## src/rtl/fir_pkg.sv

```systemverilog
// Shared types and arithmetic helpers for the FIR filter family.
package fir_pkg;

   typedef enum logic [1:0] {
      CLEAR,
      LOAD,
      MAC,
      OUT
   } fir_dmc_state_t;

   localparam int SAT_W = 128;

   function automatic int acc_width(input int data_width, input int taps);
      return 2 * data_width + $clog2(taps);
   endfunction

   function automatic int idx_width(input int n);
      return (n > 1) ? $clog2(n) : 1;
   endfunction

   // Floor-shift out of fixed point, then clamp to a data_width-bit signed range.
   function automatic logic signed [SAT_W-1:0] sat_shift(
      input logic signed [SAT_W-1:0] acc,
      input int                      frac_bits,
      input int                      data_width
   );
      logic signed [SAT_W-1:0] shifted;
      logic signed [SAT_W-1:0] one;
      logic signed [SAT_W-1:0] max_v;
      logic signed [SAT_W-1:0] min_v;
      one     = SAT_W'(1);
      shifted = acc >>> frac_bits;
      max_v   = (one <<< (data_width - 1)) - one;
      min_v   = ~max_v;
      if (shifted > max_v)
         return max_v;
      else if (shifted < min_v)
         return min_v;
      return shifted;
   endfunction

endpackage

```

## src/rtl/fir_sample_buf.sv

```systemverilog
// Per-channel circular sample history: one write port, one registered read port
// addressed by tap age k (k=0 is the newest sample of the channel).
module fir_sample_buf
   import fir_pkg::*;
#(
   parameter int DATA_WIDTH = 32,
   parameter int TAPS       = 32,
   parameter int CHANNELS   = 2
) (
   input  logic                                 clk,
   input  logic                                 rst_n,
   input  logic                                 ptr_clr,
   input  logic                                 clr_en,
   input  logic [idx_width(CHANNELS*TAPS)-1:0]  clr_addr,
   input  logic                                 wr_en,
   input  logic [idx_width(CHANNELS)-1:0]       wr_ch,
   input  logic [DATA_WIDTH-1:0]                wr_data,
   input  logic [idx_width(CHANNELS)-1:0]       rd_ch,
   input  logic [idx_width(TAPS)-1:0]           rd_k,
   output logic [DATA_WIDTH-1:0]                rd_data
);

   localparam int DEPTH  = CHANNELS * TAPS;
   localparam int ADDR_W = idx_width(DEPTH);
   localparam int CH_W   = idx_width(CHANNELS);
   localparam int TAP_W  = idx_width(TAPS);

   logic [TAP_W-1:0]      wptr_reg [CHANNELS];
   logic [DATA_WIDTH-1:0] mem [DEPTH];
   logic [DATA_WIDTH-1:0] rd_data_reg;
   logic [ADDR_W-1:0]     wr_addr;
   logic [ADDR_W-1:0]     rd_addr;
   logic [TAP_W:0]        k_eff;
   logic [TAP_W:0]        rd_sum;
   logic [TAP_W-1:0]      rd_slot;

   genvar gi;
   generate
      for (gi = 0; gi < CHANNELS; gi++) begin : g_wptr
         always_ff @(posedge clk or negedge rst_n) begin
            if (!rst_n)
               wptr_reg[gi] <= '0;
            else if (ptr_clr)
               wptr_reg[gi] <= '0;
            else if (wr_en && wr_ch == CH_W'(gi))
               wptr_reg[gi] <= (wptr_reg[gi] == TAP_W'(TAPS - 1)) ? '0 : wptr_reg[gi] + 1'b1;
         end
      end
   endgenerate

   // Read slot is (wptr-1-k) mod TAPS, formed as wptr+TAPS-1-k with one conditional wrap.
   always_comb begin
      wr_addr = ADDR_W'(wr_ch) * ADDR_W'(TAPS) + ADDR_W'(wptr_reg[wr_ch]);
      k_eff   = ({1'b0, rd_k} < (TAP_W+1)'(TAPS)) ? {1'b0, rd_k} : '0;
      rd_sum  = (TAP_W+1)'(wptr_reg[rd_ch]) + (TAP_W+1)'(TAPS - 1) - k_eff;
      rd_slot = (rd_sum >= (TAP_W+1)'(TAPS)) ? TAP_W'(rd_sum - (TAP_W+1)'(TAPS))
                                             : TAP_W'(rd_sum);
      rd_addr = ADDR_W'(rd_ch) * ADDR_W'(TAPS) + ADDR_W'(rd_slot);
   end

   always_ff @(posedge clk) begin
      if (clr_en)
         mem[clr_addr] <= '0;
      else if (wr_en)
         mem[wr_addr] <= wr_data;
      rd_data_reg <= mem[rd_addr];
   end

   assign rd_data = rd_data_reg;

endmodule

```

## src/rtl/fir_decim_mc.sv

```systemverilog
// Multi-channel decimating FIR: loads DECIMATION frames, then runs one shared
// MAC pass per channel and pushes each rescaled, saturated result downstream.
module fir_decim_mc
   import fir_pkg::*;
#(
   parameter int DATA_WIDTH = 32,
   parameter int TAPS       = 32,
   parameter int DECIMATION = 8,
   parameter int CHANNELS   = 2,
   parameter int FRAC_BITS  = 10,
   parameter logic signed [DATA_WIDTH-1:0] COEFF [TAPS] = '{default: '0}
) (
   input  logic                  clk,
   input  logic                  rst_n,
   input  logic                  flush,
   input  logic [DATA_WIDTH-1:0] x_in,
   input  logic                  x_in_empty,
   output logic                  x_in_rd_en,
   output logic [DATA_WIDTH-1:0] y_out,
   output logic                  y_out_wr_en,
   input  logic                  y_out_full
);

   localparam int ACC_W    = acc_width(DATA_WIDTH, TAPS);
   localparam int PROD_W   = 2 * DATA_WIDTH;
   localparam int CH_W     = idx_width(CHANNELS);
   localparam int TAP_W    = idx_width(TAPS);
   localparam int ADDR_W   = idx_width(CHANNELS * TAPS);
   localparam int CLR_LEN  = CHANNELS * TAPS;
   localparam int LOAD_LEN = CHANNELS * DECIMATION;
   localparam int MAC_LEN  = TAPS + 2;
   localparam int CNT_MAX0 = (CLR_LEN > LOAD_LEN) ? CLR_LEN : LOAD_LEN;
   localparam int CNT_MAX  = (CNT_MAX0 > MAC_LEN) ? CNT_MAX0 : MAC_LEN;
   localparam int CNT_W    = $clog2(CNT_MAX + 1);

   fir_dmc_state_t state_reg, state_next;
   logic [CNT_W-1:0]         cnt_reg, cnt_next;
   logic [CH_W-1:0]          ch_reg, ch_next;
   logic signed [ACC_W-1:0]  acc_reg, acc_next;
   logic signed [PROD_W-1:0] prod_reg;
   logic [DATA_WIDTH-1:0]    y_reg;
   logic [DATA_WIDTH-1:0]    buf_rd_data;
   logic signed [DATA_WIDTH-1:0] sample_s;
   logic signed [DATA_WIDTH-1:0] coeff_sel;
   logic [TAP_W-1:0]         coeff_idx;
   logic signed [SAT_W-1:0]  sat_in;

   fir_sample_buf #(
      .DATA_WIDTH (DATA_WIDTH),
      .TAPS       (TAPS),
      .CHANNELS   (CHANNELS)
   ) u_buf (
      .clk      (clk),
      .rst_n    (rst_n),
      .ptr_clr  (state_reg == CLEAR),
      .clr_en   (state_reg == CLEAR),
      .clr_addr (ADDR_W'(cnt_reg)),
      .wr_en    (x_in_rd_en),
      .wr_ch    (ch_reg),
      .wr_data  (x_in),
      .rd_ch    (ch_reg),
      .rd_k     (TAP_W'(cnt_reg)),
      .rd_data  (buf_rd_data)
   );

   always_ff @(posedge clk or negedge rst_n) begin
      if (!rst_n) begin
         state_reg <= CLEAR;
         cnt_reg   <= '0;
         ch_reg    <= '0;
      end else begin
         state_reg <= state_next;
         cnt_reg   <= cnt_next;
         ch_reg    <= ch_next;
      end
   end

   always_comb begin
      state_next  = state_reg;
      cnt_next    = cnt_reg;
      ch_next     = ch_reg;
      x_in_rd_en  = 1'b0;
      y_out_wr_en = 1'b0;
      if (flush) begin
         state_next = CLEAR;
         cnt_next   = '0;
         ch_next    = '0;
      end else begin
         case (state_reg)
            CLEAR: begin
               if (cnt_reg == CNT_W'(CLR_LEN - 1)) begin
                  state_next = LOAD;
                  cnt_next   = '0;
                  ch_next    = '0;
               end else begin
                  cnt_next = cnt_reg + 1'b1;
               end
            end
            LOAD: begin
               if (!x_in_empty) begin
                  x_in_rd_en = 1'b1;
                  ch_next    = (ch_reg == CH_W'(CHANNELS - 1)) ? '0 : ch_reg + 1'b1;
                  if (cnt_reg == CNT_W'(LOAD_LEN - 1)) begin
                     state_next = MAC;
                     cnt_next   = '0;
                  end else begin
                     cnt_next = cnt_reg + 1'b1;
                  end
               end
            end
            MAC: begin
               if (cnt_reg == CNT_W'(MAC_LEN - 1)) begin
                  state_next = OUT;
                  cnt_next   = '0;
               end else begin
                  cnt_next = cnt_reg + 1'b1;
               end
            end
            OUT: begin
               if (!y_out_full) begin
                  y_out_wr_en = 1'b1;
                  cnt_next    = '0;
                  if (ch_reg == CH_W'(CHANNELS - 1)) begin
                     state_next = LOAD;
                     ch_next    = '0;
                  end else begin
                     state_next = MAC;
                     ch_next    = ch_reg + 1'b1;
                  end
               end
            end
            default: state_next = CLEAR;
         endcase
      end
   end

   // Pipeline: read issued at cnt=k, product formed at cnt=k+1, accumulated at cnt=k+2.
   always_comb begin
      sample_s  = $signed(buf_rd_data);
      coeff_idx = TAP_W'(CNT_W'(TAPS) - cnt_reg);
      coeff_sel = '0;
      if (cnt_reg >= CNT_W'(1) && cnt_reg <= CNT_W'(TAPS))
         coeff_sel = COEFF[coeff_idx];
      acc_next = acc_reg + ACC_W'(prod_reg);
      sat_in   = SAT_W'(acc_next);
   end

   always_ff @(posedge clk or negedge rst_n) begin
      if (!rst_n) begin
         acc_reg  <= '0;
         prod_reg <= '0;
         y_reg    <= '0;
      end else if (state_reg == MAC && !flush) begin
         if (cnt_reg == '0)
            acc_reg <= '0;
         else if (cnt_reg >= CNT_W'(2))
            acc_reg <= acc_next;
         if (cnt_reg >= CNT_W'(1) && cnt_reg <= CNT_W'(TAPS))
            prod_reg <= PROD_W'(sample_s) * PROD_W'(coeff_sel);
         if (cnt_reg == CNT_W'(MAC_LEN - 1))
            y_reg <= DATA_WIDTH'(sat_shift(sat_in, FRAC_BITS, DATA_WIDTH));
      end
   end

   assign y_out = y_reg;

endmodule
```

## config.mk

```make
export PLATFORM = sky130hd
export DESIGN_NAME = fir_decim_mc
export DESIGN_NICKNAME = d
export VERILOG_FILES = /design/src/rtl/fir_pkg.sv /design/src/rtl/fir_sample_buf.sv /design/src/rtl/fir_decim_mc.sv
export SDC_FILE = /design/constraint.sdc
export NUM_CORES = 1
export LEC_CHECK = 0
export ABC_AREA = 1
export CORE_AREA = 5 5 58 60
export CTS_CLUSTER_DIAMETER = 100
export DETAILED_ROUTE_END_ITERATION = 10
export DIE_AREA = 0 0 63 65
export GPL_TIMING_DRIVEN = 1
export PLACE_DENSITY = 0.83
export RECOVER_POWER = 100
export SYNTH_ARGS = -nofsm -noshare
export SYNTH_HDL_FRONTEND = slang
export SYNTH_SLANG_ARGS = --single-unit
```

## constraint.sdc

```tcl
create_clock -name clk -period 4.55 [get_ports clk]
set_clock_uncertainty 0.2 [all_clocks]
set_input_delay 0.91 -clock clk [delete_from_list [all_inputs] [get_ports clk]]
set_output_delay 0.91 -clock clk [all_outputs]
set_load 0.01 [all_outputs]
```

* Word-level counts from Yosys, hierarchy flattened
Memories as Yosys holds them, arrays and structs flattened. A register that Yosys moved wholly into a read port is not among the register bits.
Index checks and enable logic that the tools add are counted.
** Storage, ports and cells
- Bits of input ports :: 37
- Logic and storage cells :: 121
- Memory bits (writable) :: 2048
- Memory bits (read-only) :: 1024
- Memories kept :: 2
- Output and inout port bits :: 34
- Flip-flop bits (word level) :: 185
** Memory list
- u_buf.mem :: words 64, bits a word 32, read ports 1, clocked after Yosys merged registers in 1, wr ports 1, line fir_sample_buf.sv:29 : logic [DATA_WIDTH-1:0] mem [DEPTH];
- (name not given) :: words 32, bits a word 32, read ports 1, clocked after Yosys merged registers in 0, wr ports 0, line fir_decim_mc.sv:143 : coeff_sel = COEFF[coeff_idx];
** Operators by class
- Multiplexer cells :: 57
- Add/sub/neg operators :: 11
- Equality and inequality tests :: 13
- Bitwise gates (word level) :: 3
- $mul :: 1
- Reduce and logical (&&, ||, !) cells :: 18
- Order comparisons :: 8
** Operator list (number)
- 2-to-1 mux 32 bit :: 7
- 2-to-1 mux 69 bit :: 2
- adder 69 x 64 -> 69 bit :: 1
- multiplier 32 x 32 -> 64 bit :: 1
- greater-than comparator 59 x 32 -> 1 bit (second input constant) :: 1
- less-than comparator 59 x 32 -> 1 bit (second input constant) :: 1
- 2-to-1 mux 5 bit :: 10
- 2-to-1 mux 7 bit :: 6
- OR reduction 32 bit :: 1
- case mux 7 bit (4 select lines) :: 1
- 2-to-1 mux 1 bit :: 21
- != test 3 bit (second input constant) :: 5
- equality test 7 x 6 -> 1 bit (second input constant) :: 2
- 2-to-1 mux 2 bit :: 7
- adder 6 x 5 -> 6 bit :: 2
- greater-or-equal comparator 6 bit (second input constant) :: 2
- adder 5 x 1 -> 5 bit (second input constant) :: 2
- equality test 5 bit (second input constant) :: 2
- case mux 2 bit (4 select lines) :: 1
- AND reduction 2 bit :: 4
- adder 7 x 1 -> 7 bit (second input constant) :: 1
- equality test 7 x 4 -> 1 bit (second input constant) :: 1
- greater-or-equal comparator 7 x 1 -> 1 bit (second input constant) :: 1
- greater-or-equal comparator 7 x 2 -> 1 bit (second input constant) :: 1
- other kinds (22) :: 28

* Longest topological paths before layout
Gate-level depths: netlist (run 1).
- Depth in word-level cells :: 9
- Gate-level depth with buffers :: 9
- Gate-level depth less buffers :: 9

* Worst setup path before layout (run 1)
Ideal clock, no wire load.
- Kind :: input to output
- Start point :: input port x_in_empty
- End point :: output port x_in_rd_en
- Path slack :: 2123 ps
- Data required time :: 3440 ps
- Buffers on the path :: 0
- Arrival :: 1317 ps
- Stages :: 2
- Path through :: or2_1 nor2_1
** Between the ends
- Longest elaborated chain between the ends :: 3
** RTL lines
- start, declared :: line fir_decim_mc.sv:17 : input logic x_in_empty,
- 2-to-1 mux 1 bit :: line fir_decim_mc.sv:100 : if (!x_in_empty) begin
- 2-to-1 mux 1 bit :: line fir_decim_mc.sv:89 : case (state_reg)
- 2-to-1 mux 1 bit :: line fir_decim_mc.sv:84 : if (flush) begin
- end, declared :: line fir_decim_mc.sv:18 : output logic x_in_rd_en,
No other way between the ends.

* Worst setup path after layout (run 1)
- Start point :: input port flush
- End point :: output port x_in_rd_en
** Between the ends
- Longest elaborated chain between the ends :: 1
** RTL lines
- start, declared :: line fir_decim_mc.sv:15 : input logic flush,
- 2-to-1 mux 1 bit :: line fir_decim_mc.sv:84
No other way between the ends.

==> results.json, run 1 <==
{
  "start_util_pct": 34.2,
  "max-vdd-ir-drop_uv": 221,
  "numClockSinks": 10,
  "synth.avg_cell_area_sq_um": 6.93,
  "detail_route.first_pass.iterations": 4,
  "syn-instance-count": 142,
  "avgViaCountPerCell": 4.19,
  "ioPinCount": 71,
  "final.fill_count": 301,
  "layout.cell_area.non_filler_sq_um": 975,
  "timing.final.crit_share_pct": 80.8,
  "post_route_cells_drive_above_1_share_pct": 7.33,
  "status": "finished clean",
  "worst_ep_required_time_ps": 3440,
  "coreArea_sq_um": 2880,
  "worst_setup_hold_path_clk_slew_ps": 70,
  "cts_inserted_buffers": 3,
  "drc": 0,
  "critical_path_arrival_ps": 2570,
  "critical_path_peak_fanout": 7,
  "cts_resized": 0,
  "globalplace.congestion": 0.807,
  "fp-row-count": 20,
  "layout.nets": 191,
  "maximum_number_of_pins_on_one_net_before_global_route_repair": 14,
  "cellPowerDensity_nw_per_um2": 395,
  "buffers_inserted_during_post_cts_setup_optimization": 0,
  "finalMaxSlewViolations": 0,
  "post-route-min-period_ps": 3680,
  "die_width_um": 63,
  "total_power_mw": 0.385,
  "total_of_buffers_placed_on_input_and_output_ports": 6,
  "synth.cell_area_sq_um": 985,
  "max_cap_violations": 0,
  "largest_register_ffs": 7,
  "cts.hold.buffers_added": 0,
  "antenna_violations_before_repair": 0,
  "crit_path_end_kind": "output port",
  "via_count_of_the_first_global_routing_pass": 685,
  "dp_hpwl_um": 1330,
  "hold_violations": 0,
  "globalRouteTotalUtil_pct": 8.88,
  "global_route_wire_length_before_repair_um": 2900,
  "clk_root_buffer_cell": "sky130_fd_sc_hd__clkbuf_4",
  "drt_wl_total_um": 1720,
  "synth.distinct_cells": 21,
  "leakage_power_total_nw": 0.526,
  "yosysWarnings": 0,
  "setup_violations": 0,
  "chipHeight_um": 65,
  "yosys_register_bits": 10,
  "setup.worst_path.start_class": "input port",
  "tritoncts_clock_tree": "yes",
  "max_freq_mhz": 272,
  "initialDrtViolationCount": 46,
  "total_grt_overflow": 0,
  "dpl_cell_area_sq_um": 951,
  "multi_input_area_sq_um": 508,
  "clk-insertion-delay-late_ps": 270,
  "fin_setup_tns_ps": 0,
  "fp.dieArea_sq_um": 4100,
  "clk_path_buf_depth": 2,
  "drt-wirelength-per-cell_um": 9.38,
  "synth.yosys.seq_area_share_pct": 25.4,
  "cts.htree.levels": 1,
  "crit_type": "input port to output port",
  "hold_class": "flip-flop to flip-flop",
  "syn_to_final_growth_pct": -1.02,
  "route.antenna.remaining_nets": 0,
  "sequential_cell_area_sq_um": 250,
  "diodes": 0,
  "grt_setup_unrepaired": "false",
  "vias": 767
}
[layout make-up]
| cell class | instances | area share, % |
|---|---|---|
| multi-input combinational | 109 | 52.1 |
| clock buffer | 4 | 3.72 |
| tap | 33 | 4.24 |
| timing repair buffer | 6 | 6.16 |
| inverter | 21 | 8.09 |
| sequential | 10 | 25.7 |
[layout by cell type (no fill, tap or decap), types with 3 or more instances in the layout]
cell and n:
sky130_fd_sc_hd__ha_1 3, sky130_fd_sc_hd__nor2_1 14, sky130_fd_sc_hd__nand3_1 13, sky130_fd_sc_hd__conb_1 32, sky130_fd_sc_hd__dfrtp_1 10, sky130_fd_sc_hd__a21oi_1 10, sky130_fd_sc_hd__nand2_1 21, sky130_fd_sc_hd__inv_1 18
sky130_fd_sc_hd__clkbuf_4 3, sky130_fd_sc_hd__inv_2 3, sky130_fd_sc_hd__o21ai_0 5, sky130_fd_sc_hd__dlygate4sd3_1 4
[cells in the mapped netlist]
library cell	number	area, sq um
sky130_fd_sc_hd__o21ai_0	2	10.0
sky130_fd_sc_hd__o21ai_1	4	20.0
sky130_fd_sc_hd__buf_6	1	11.3
sky130_fd_sc_hd__inv_2	4	15.0
sky130_fd_sc_hd__or2_1	2	12.5
sky130_fd_sc_hd__a21oi_1	10	50.1
sky130_fd_sc_hd__o21ai_2	1	8.76
sky130_fd_sc_hd__inv_1	17	63.8
sky130_fd_sc_hd__nor2_1	13	48.8
sky130_fd_sc_hd__ha_1	3	37.5
sky130_fd_sc_hd__nor2_2	1	6.26
sky130_fd_sc_hd__dfrtp_1	10	250
sky130_fd_sc_hd__nor2_4	1	11.3
sky130_fd_sc_hd__nand2_1	21	78.8
sky130_fd_sc_hd__nand4_1	1	6.26
sky130_fd_sc_hd__a31oi_1	2	12.5
sky130_fd_sc_hd__nand3_1	12	60.1
sky130_fd_sc_hd__buf_4	32	240
sky130_fd_sc_hd__nand3_2	3	30.0
sky130_fd_sc_hd__conb_1	1	3.75
sky130_fd_sc_hd__o21bai_1	1	7.51
[power by group]
part	switching (mW)	internal [mW]
Sequential	0.0301	0.110
Clock	0.0324	0.0486
Combinational	0.107	0.0574
Total	0.169	0.216
[through the flow]
| step | setup slack [ps] | util, % | hold slack (ps) | cells |
|---|---|---|---|---|
| 5_1_grt | 789 | 33.9 | 396 | 183 |
| 3_5_place_dp | 1070 | 33.0 | 313 | 179 |
| 3_3_place_gp | 1090 | 33.0 | 297 | 179 |
| 6_report | 874 | 33.9 | 341 | 183 |
| 2_1_floorplan | 2120 | - | 273 | 173 |
| 4_1_cts | 1060 | 34.3 | 332 | 183 |
[layer usage]
metal  track usage (%)  wire, um  vias up  share of wire, %
met1              10.2       723      333                42
met3              4.85       184        2                11
met5                 0         0        -                 0
met4              2.92        13        0              0.76
li1                  -         -      401                 -
met2              14.0       794       31                46
[cells by family after synthesis]
| family | count (synthesis) | share of synthesized area [%] |
|---|---|---|
| compound gates | 20 | 11.1 |
| fa+ha+maj | 3 | 3.81 |
| buf+inv | 54 | 33.5 |
| flops | 10 | 25.4 |
| other cells | 1 | 0.381 |
| simple gates | 54 | 25.8 |
[worst max-delay path: stages]
cell	delay (ps)
sky130_fd_sc_hd__dlygate4sd3_1	650
sky130_fd_sc_hd__nor2_1	260
sky130_fd_sc_hd__inv_2	70
sky130_fd_sc_hd__nor2_1	80
sky130_fd_sc_hd__dlygate4sd3_1	610
[final timing paths]
| path | from | endpoint | slack [ps] | cells after the start |
|---|---|---|---|---|
| worst max register to register | state_reg[1] | state_reg[1] | 2620 | 7 |
| worst min register to register | ch_reg | ch_reg | 340 | 2 |
| max in group asynchronous | rst_n | cnt_reg[3] | 2980 | 1 |
| worst max-delay path | flush | x_in_rd_en | 870 | 5 |
| worst min-delay path | ch_reg | ch_reg | 340 | 2 |
| min in group asynchronous | rst_n | cnt_reg[2] | 830 | 1 |
Note: power is estimated with default switching activity, not from simulation.
==> run 2, diff against run 1 <==
--- a/config.mk
+++ b/config.mk
@@ -6,12 +6,12 @@
 export NUM_CORES = 1
 export LEC_CHECK = 0
 export ABC_AREA = 1
-export CORE_AREA = 5 5 58 60
+export CORE_AREA = 5 5 63 65
 export CTS_CLUSTER_DIAMETER = 100
 export DETAILED_ROUTE_END_ITERATION = 10
-export DIE_AREA = 0 0 63 65
+export DIE_AREA = 0 0 68 70
 export GPL_TIMING_DRIVEN = 1
-export PLACE_DENSITY = 0.83
+export PLACE_DENSITY = 0.74
 export RECOVER_POWER = 100
 export SYNTH_ARGS = -nofsm -noshare
 export SYNTH_HDL_FRONTEND = slang
==> constraint.sdc (replaced) <==
create_clock -name clk -period 3.2 [get_ports clk]
set_clock_uncertainty 0.2 [all_clocks]
set_input_delay 0.64 -clock clk [delete_from_list [all_inputs] [get_ports clk]]
set_output_delay 0.64 -clock clk [all_outputs]
set_load 0.01 [all_outputs]
==> run 2 against run 1 <==
Clock power grew 13%. Wire length up 3.8%. Worst hold slack got worse by 20 ps. Non-clock buffer count increased by 1. Sequential share of layout area is 0.45 points lower. Combinational power up 45%.
==> results.json, run 2 (synthesis results as in run 1) <==
{
  "total_of_buffers_placed_on_input_and_output_ports": 6,
  "commonest_cells_after_routing_fill_and_taps_aside": "32 x sky130_fd_sc_hd__conb_1, 21 x sky130_fd_sc_hd__nand2_1, 18 x sky130_fd_sc_hd__inv_1",
  "final_critical_path_setup_slack_ps": 251,
  "syn_to_final_growth_pct": 0.762,
  "critical_path_arrival_ps": 2110,
  "switching_power_mw": 0.245,
  "globalRouteTotalUtil_pct": 8.40,
  "crit_type": "input port to output port",
  "crit_path_end_kind": "output port",
  "numClockSinks": 10,
  "avgViaCountPerCell": 3.96,
  "setup_violations": 0,
  "ioPinCount": 71,
  "grt_setup_unrepaired": "false",
  "fin_setup_tns_ps": 0,
  "cts_inserted_buffers": 3,
  "switching_share_pct": 46.3,
  "cts_resized": 0,
  "largest_register_ffs": 7,
  "share_clk_of_total_power_pct": 17.3,
  "clk-insertion-delay-late_ps": 270,
  "setup.worst_path.start_class": "input port",
  "hold_violations": 0,
  "critical_path_peak_fanout": 3,
  "drc": 0,
  "antenna_violations_before_repair": 0,
  "leakage_power_total_nw": 0.524,
  "final_common_cell": "sky130_fd_sc_hd__conb_1",
  "drt_wl_total_um": 1780,
  "max_cap_violations": 0,
  "regToRegSetupSlack_ps": 1260,
  "path_cells": "dlygate4sd3_1 > nor2_4 > inv_2 > nor2_1 > dlygate4sd3_1",
  "power.share.combinational_pct": 45.0,
  "coreArea_sq_um": 3280,
  "diodes": 0,
  "route.antenna.remaining_nets": 0,
  "post-route-min-period_ps": 2950,
  "crit_path_top_delay_cell": "sky130_fd_sc_hd__dlygate4sd3_1",
  "max_freq_mhz": 339,
  "worst_ep_required_time_ps": 2360,
  "tritoncts_clock_tree": "yes",
  "max-vdd-ir-drop_uv": 111,
  "cpLargestDelayFamily": "buffers and inverters",
  "drt-wirelength-per-cell_um": 9.09,
  "cts.hold.buffers_added": 0,
  "die_width_um": 68,
  "start_util_pct": 30.0,
  "initialDrtViolationCount": 23,
  "buffers_inserted_during_post_cts_setup_optimization": 0,
  "fp-row-count": 21,
  "final_cells": 196,
  "worst_setup_hold_path_clk_slew_ps": 70,
  "via_count_of_the_first_global_routing_pass": 708,
  "post_route_cells_drive_above_1_share_pct": 8.00,
  "cell_internal_pwr_mw": 0.284,
  "dp_slack_ps": 394,
  "maximum_number_of_pins_on_one_net_before_global_route_repair": 14,
  "placed_cells": 193,
  "clk_root_buffer_cell": "sky130_fd_sc_hd__clkbuf_4",
  "globalplace.congestion": 0.903,
  "cts.htree.levels": 1,
  "detail_route.first_pass.iterations": 4,
  "hold_class": "flip-flop to flip-flop",
  "total_grt_overflow": 0,
  "status": "finished clean",
  "vias": 776,
  "dp_hpwl_um": 1410,
  "worst_path_most_repeated_cell": "sky130_fd_sc_hd__dlygate4sd3_1",
  "timing.final.crit_share_pct": 92.1,
  "layout.cell_area.non_filler_sq_um": 992,
  "cellPowerDensity_nw_per_um2": 534,
  "cp_num_buf_inv": 3,
  "dpl_cell_area_sq_um": 975,
  "finalMaxSlewViolations": 0,
  "global_route_wire_length_before_repair_um": 3030,
  "clk_path_buf_depth": 2,
  "layout.nets": 192,
  "fp.dieArea_sq_um": 4760,
  "chipHeight_um": 70,
  "power_frac_seq_pct": 37.6,
  "timing.critical_path.slowest_cell_delay_ps": 610
}
-- run 2: tightest hold or removal path, stage by stage (launching register included) --
cell,delay [ps]
sky130_fd_sc_hd__dfrtp_1,370
sky130_fd_sc_hd__nand2_1,60
sky130_fd_sc_hd__o21ai_1,60
-- run 2: final cells by class --
cell class                 instances  area, sq um
tap                               46         57.6
clock buffer                       3         22.5
timing repair buffer               7         67.6
sequential                        10          250
fill                             382         2290
multi-input combinational        109          515
inverter                          21         78.8
-- run 2: power by group through the flow --
stage | Sequential (mW) | Combinational (mW) | Clock [mW]
detailed placement | 0.201 | 0.246 | 0
floorplan | 0.189 | 0.234 | 0
CTS | 0.199 | 0.247 | 0.0986
global route | 0.208 | 0.276 | 0.0998
finish | 0.199 | 0.238 | 0.0918
global placement | 0.200 | 0.242 | 0
-- run 2: path summary, 6_finish.rpt --
path,start,end,cells after the start
worst max-delay path,flush,y_out_wr_en,5
worst min-delay path,ch_reg,ch_reg,2
worst max register to register,state_reg[1],state_reg[1],7
worst min register to register,ch_reg,ch_reg,2
max in group asynchronous,rst_n,cnt_reg[4],1
min in group asynchronous,rst_n,cnt_reg[2],1
-- run 2: metal layers --
| layer | vias up | wire [um] | global-route usage (%) |
|---|---|---|---|
| li1 | 399 | - | - |
| met1 | 344 | 775 | 9.14 |
| met2 | 27 | 792 | 12.6 |
| met3 | 6 | 155 | 3.53 |
| met4 | 0 | 58 | 6.18 |
| met5 | - | 0 | 0 |
-- run 2: metrics by stage --
step                      hold WS, ps  util (%)  total power [mW]
after detailed placement          309      29.7             0.447
after CTS                         326      30.4             0.545
final                             322      30.2             0.529
after global routing              342      30.2             0.584
after floorplan                   144         -             0.423
after global placement            299      29.7             0.443
